$ cat config.mk
export PLATFORM = sky130hd
export DESIGN_NAME = seq_div
export DESIGN_NICKNAME = d
export VERILOG_FILES = /design/src/rtl/seq_div.sv
export SDC_FILE = /design/constraint.sdc
export NUM_CORES = 1
export LEC_CHECK = 0
export BUFFER_PORTS_ARGS = -buffer_cell sky130_fd_sc_hd__buf_2
export CORE_MARGIN = 8
export CORE_UTILIZATION = 59
export CTS_BUF_LIST = sky130_fd_sc_hd__clkbuf_8
export CTS_CLUSTER_DIAMETER = 80
export DETAILED_ROUTE_END_ITERATION = 7
export PLACE_DENSITY = 0.82
export RECOVER_POWER = 50
export SYNTH_ARGS = -nofsm -noshare
export SYNTH_HDL_FRONTEND = slang
export SYNTH_SLANG_ARGS = --single-unit
$ cat constraint.sdc
create_clock -name clk -period 3.07 [get_ports clk]
set_input_delay 0.307 -clock clk [delete_from_list [all_inputs] [get_ports clk]]
set_output_delay 0.307 -clock clk [all_outputs]
set_load 0.02 [all_outputs]
$ cat src/rtl/seq_div.sv
// Sequential unsigned restoring divider, one quotient bit per clock, MSB first.
// Optional macro SEQ_DIV_ZERO_DETECT_EN: a zero divisor finishes at once and raises div_by_zero.
module seq_div #(
  parameter int WIDTH = 8
) (
  input  logic             clk,
  input  logic             rst,
  input  logic             start,
  input  logic [WIDTH-1:0] dividend,
  input  logic [WIDTH-1:0] divisor,
  output logic [WIDTH-1:0] quotient,
  output logic [WIDTH-1:0] remainder,
  output logic             busy,
  output logic             done,
  output logic             div_by_zero
);

  localparam int CW = $clog2(WIDTH + 1);

  typedef enum logic [1:0] {
    IDLE,
    CALC,
    FIN
  } state_t;

  state_t           state_q, state_d;
  logic [WIDTH-1:0] dvdShift_q, dvdShift_d;
  logic [WIDTH-1:0] divisor_q, divisor_d;
  logic [WIDTH-1:0] quot_q, quot_d;
  logic [WIDTH:0]   rem_q, rem_d;
  logic [CW-1:0]    count_q, count_d;
  logic [WIDTH-1:0] quotient_q, quotient_d;
  logic [WIDTH-1:0] remainder_q, remainder_d;
  logic             dbz_q, dbz_d;

  logic [WIDTH:0]   shifted;
  logic [WIDTH:0]   remNext;
  logic [WIDTH-1:0] quotNext;
  logic             qBit;
  logic             accept;

  // One restoring step: bring in the next dividend bit, subtract if it fits.
  // The partial remainder is WIDTH+1 bits so the shifted value never overflows.
  always_comb begin
    shifted  = (rem_q << 1) | {{WIDTH{1'b0}}, dvdShift_q[WIDTH-1]};
    qBit     = (shifted >= {1'b0, divisor_q});
    remNext  = qBit ? (shifted - {1'b0, divisor_q}) : shifted;
    quotNext = (quot_q << 1) | {{(WIDTH-1){1'b0}}, qBit};
  end

  assign accept = start && ((state_q == IDLE) || (state_q == FIN));

  always_comb begin
    state_d     = state_q;
    dvdShift_d  = dvdShift_q;
    divisor_d   = divisor_q;
    quot_d      = quot_q;
    rem_d       = rem_q;
    count_d     = count_q;
    quotient_d  = quotient_q;
    remainder_d = remainder_q;
    dbz_d       = dbz_q;

    case (state_q)
      CALC: begin
        dvdShift_d = dvdShift_q << 1;
        rem_d      = remNext;
        quot_d     = quotNext;
        count_d    = count_q - CW'(1);
        if (count_q == CW'(1)) begin
          state_d     = FIN;
          quotient_d  = quotNext;
          remainder_d = remNext[WIDTH-1:0];
          dbz_d       = 1'b0;
        end
      end
      FIN: begin
        state_d = IDLE;
      end
      default: begin
        state_d = IDLE;
      end
    endcase

    // Start is honoured from IDLE and FIN alike, which gives back-to-back operation.
    if (accept) begin
      state_d    = CALC;
      dvdShift_d = dividend;
      divisor_d  = divisor;
      quot_d     = '0;
      rem_d      = '0;
      count_d    = CW'(WIDTH);
`ifdef SEQ_DIV_ZERO_DETECT_EN
      if (divisor == '0) begin
        state_d     = FIN;
        quotient_d  = '1;
        remainder_d = dividend;
        dbz_d       = 1'b1;
      end
`endif
    end
  end

  always_ff @(posedge clk or posedge rst) begin
    if (rst) begin
      state_q     <= IDLE;
      dvdShift_q  <= '0;
      divisor_q   <= '0;
      quot_q      <= '0;
      rem_q       <= '0;
      count_q     <= '0;
      quotient_q  <= '0;
      remainder_q <= '0;
      dbz_q       <= 1'b0;
    end else begin
      state_q     <= state_d;
      dvdShift_q  <= dvdShift_d;
      divisor_q   <= divisor_d;
      quot_q      <= quot_d;
      rem_q       <= rem_d;
      count_q     <= count_d;
      quotient_q  <= quotient_d;
      remainder_q <= remainder_d;
      dbz_q       <= dbz_d;
    end
  end

  assign quotient    = quotient_q;
  assign remainder   = remainder_q;
  assign div_by_zero = dbz_q;
  assign busy        = (state_q == CALC);
  assign done        = (state_q == FIN);

endmodule

==> results_dict.tcl <==
set metrics [dict create \
    synth.distinct_cells 40 \
    yosys-top-cells-count "65 x nand2_1, 53 x dfrtp_1, 29 x o21ai_0" \
    post-dp-hpwl_mm 3.89 \
    cp-start-kind "flip-flop" \
    synthTopCellsByArea "dfrtp_1 52%, nand2_1 9.5%, o21ai_0 5.7%" \
    wirelength_mm 5.27 \
    crit_path_max_fanout 10 \
    drt_iter0_drc 115 \
    gr-usage-all-layers_pct 17.8 \
    die_w_um 81.9 \
    avgSynthCellArea_sq_um 9.74 \
    cellLeakagePower_nw 1.44 \
    vias_per_cell 5.44 \
    nFillCells 341 \
    grt_max_degree 30 \
    start_util_pct 60.1 \
    synthCells 263 \
    numPortBuffers 36 \
    routedWlPerCell_um 15.0 \
    status "finished with violations" \
    die_area_sq_um 6710 \
    p_per_area_nw_per_um2 1280 \
    fin_area_sq_um 2880 \
    tightest_slew_ns 1.50 \
    ys_ff_latch 53 \
    io_pins 38 \
    cts_inserted_buffers 5 \
    yosysSeqAreaShare_pct 51.8 \
    multiInputGateArea_sq_um 1110 \
    gp_congestion 0.830 \
    drv_cap 1 \
    crit_required_ns 3.27 \
    violations "capacitance limit" \
    post-route-drc-count 0 \
    n_antenna_cell 0 \
    yosysWarnings 0 \
    htreeDepth 2 \
    worstHoldPathType "input port to flip-flop" \
    ir_drop_mv 0.659 \
    synth_top_cell_by_area "dfrtp_1" \
    num_rows 24 \
    nets 328 \
    fin_setup_tns_ns 0 \
    path_clk_slew_ns 0.09 \
    cts_setup_buffers 0 \
    ctsHoldBuffers 0 \
    seqCellArea_sq_um 1330 \
    worstPathArrival_ns 2.52 \
    setup_violations 0 \
    core_sq_um 4260 \
    drive_gt1_share_pct 17.8 \
    grt_pass1_wl_mm 9.21 \
    placed_area_sq_um 2780 \
    antenna_found_initial 0 \
    synth.most_common_cell "nand2_1" \
    dieHeight_um 81.9 \
    period_share_pct 75.6 \
    hold_viol_final 0 \
    synth_top_area_share_pct 51.8 \
    layout_min_cycle_time_ns 2.32 \
    synth_nets 293 \
    relSlewSlack_pct 0.255 \
    clock_sinks 53 \
    synth_edf_count 0 \
    worstSetupEndpointType "flip-flop" \
    rsz0062_at_grt "false" \
    num_vias 1905 \
    netlist_area_sq_um 2560 \
    first_global_vias 2072 \
    power.total_mw 3.67 \
    final_antenna_net_count 0 \
    postCtsResizedCells 0 \
    cts.path.max_buffers 2 \
    insertion_delay_ns 0.30 \
    cts_tree "yes" \
    fin_worst_skew_ns 0.00760 \
    timing.fmax_mhz 431 \
    grt-ovfl-total 0 \
    final-max-slew-violation-count 0 \
    area_growth_pct 12.3 \
    drt_first_pass_iters 4 \
    cts-root-buf "clkbuf_8" \
    path_class "flip-flop to flip-flop" \
    synth_flop_cell "dfrtp_1" \
    ys_async_sr_fraction_pct 100 \
]
-- flip-flops by register name, summed over array words and instances (netlist names) --
register    flops
count_q         4
remainder       8
quotient        8
quot_q          7
dvdShift_q      8
divisor_q       8
rem_q           8
state_q         2
-- metrics by stage --
stage / utilization (%) / setup slack, ns / hold slack (ns) / cells
after floorplan: - / 0.942 / 0.412 / 263
after global placement: 65.2 / 0.813 / 0.382 / 343
after detailed placement: 65.2 / 0.753 / 0.388 / 343
after CTS: 67.6 / 0.748 / 0.0534 / 350
after global routing: 67.4 / 0.397 / 0.207 / 350
final: 67.4 / 0.750 / 0.201 / 350
-- path summary, 6_finish.rpt --
kind	from	to	slack, ns	cells after the start
min	divisor[4]	divisor_q[4]	0.20	3
max reg2reg	rem_q[4]	remainder[0]	0.75	6
min in group asynchronous	rst	remainder[6]	0.21	2
max in group asynchronous	rst	dvdShift_q[7]	0.97	3
max	rem_q[4]	remainder[0]	0.75	6
min reg2reg	quotient[5]	quotient[5]	0.47	2
-- critical path, cell delays in order, from the launching register on --
cell and delay (ns):
dfrtp_1 0.42, ha_1 0.40, and4_4 0.24, and2_4 0.16, a221oi_4 0.53, mux2i_1 0.18
mux2_4 0.28
-- layout make-up --
class,count,share of cell area [%]
sequential,53,46.1
multi-input combinational,181,38.8
tap,52,2.26
clock buffer,5,2.39
inverter,17,2.22
clock inverter,2,1.22
timing repair buffer,40,7.01
-- cells by family after synthesis --
group | Yosys count | share of synthesized area (%)
and+or+nand+nor | 93 | 16.2
AOI/OAI and AO/OA | 62 | 16.1
DFF | 53 | 51.8
buffers and inverters | 29 | 4.69
adders and majority gates | 11 | 5.67
muxes | 9 | 3.71
xor gates and xnor gates | 5 | 1.71
other | 1 | 0.146
-- power breakdown --
group,internal (mW),switching [mW]
registers,1.02,0.198
logic,0.817,1.18
clock network,0.237,0.219
total,2.08,1.59
-- layout by cell type, fill, tap and decap left out, types with 2 or more instances in the layout --
master,Yosys,final
inv_1,16,16
xor2_1,3,3
o21ai_0,29,29
dfrtp_1,53,53
nand2_1,65,65
a21oi_1,9,9
xnor2_1,2,2
clkbuf_8,0,5
nor2_1,10,10
nor2b_1,3,3
mux2i_1,8,8
a22oi_1,6,6
nor3b_1,3,3
a22o_1,8,8
and2b_2,2,2
clkbuf_1,10,3
ha_1,10,10
buf_4,1,2
nand2b_1,3,3
buf_2,0,35
-- metal layers --
layer	GRT usage, %	vias to the layer above	share of wire (%)
met5	0	-	0
met4	5.79	0	1.3
met3	4.70	5	3.9
li1	-	955	-
met1	20.4	908	42
met2	31.4	37	52
No activity file was read; power rests on OpenSTA's default activity.
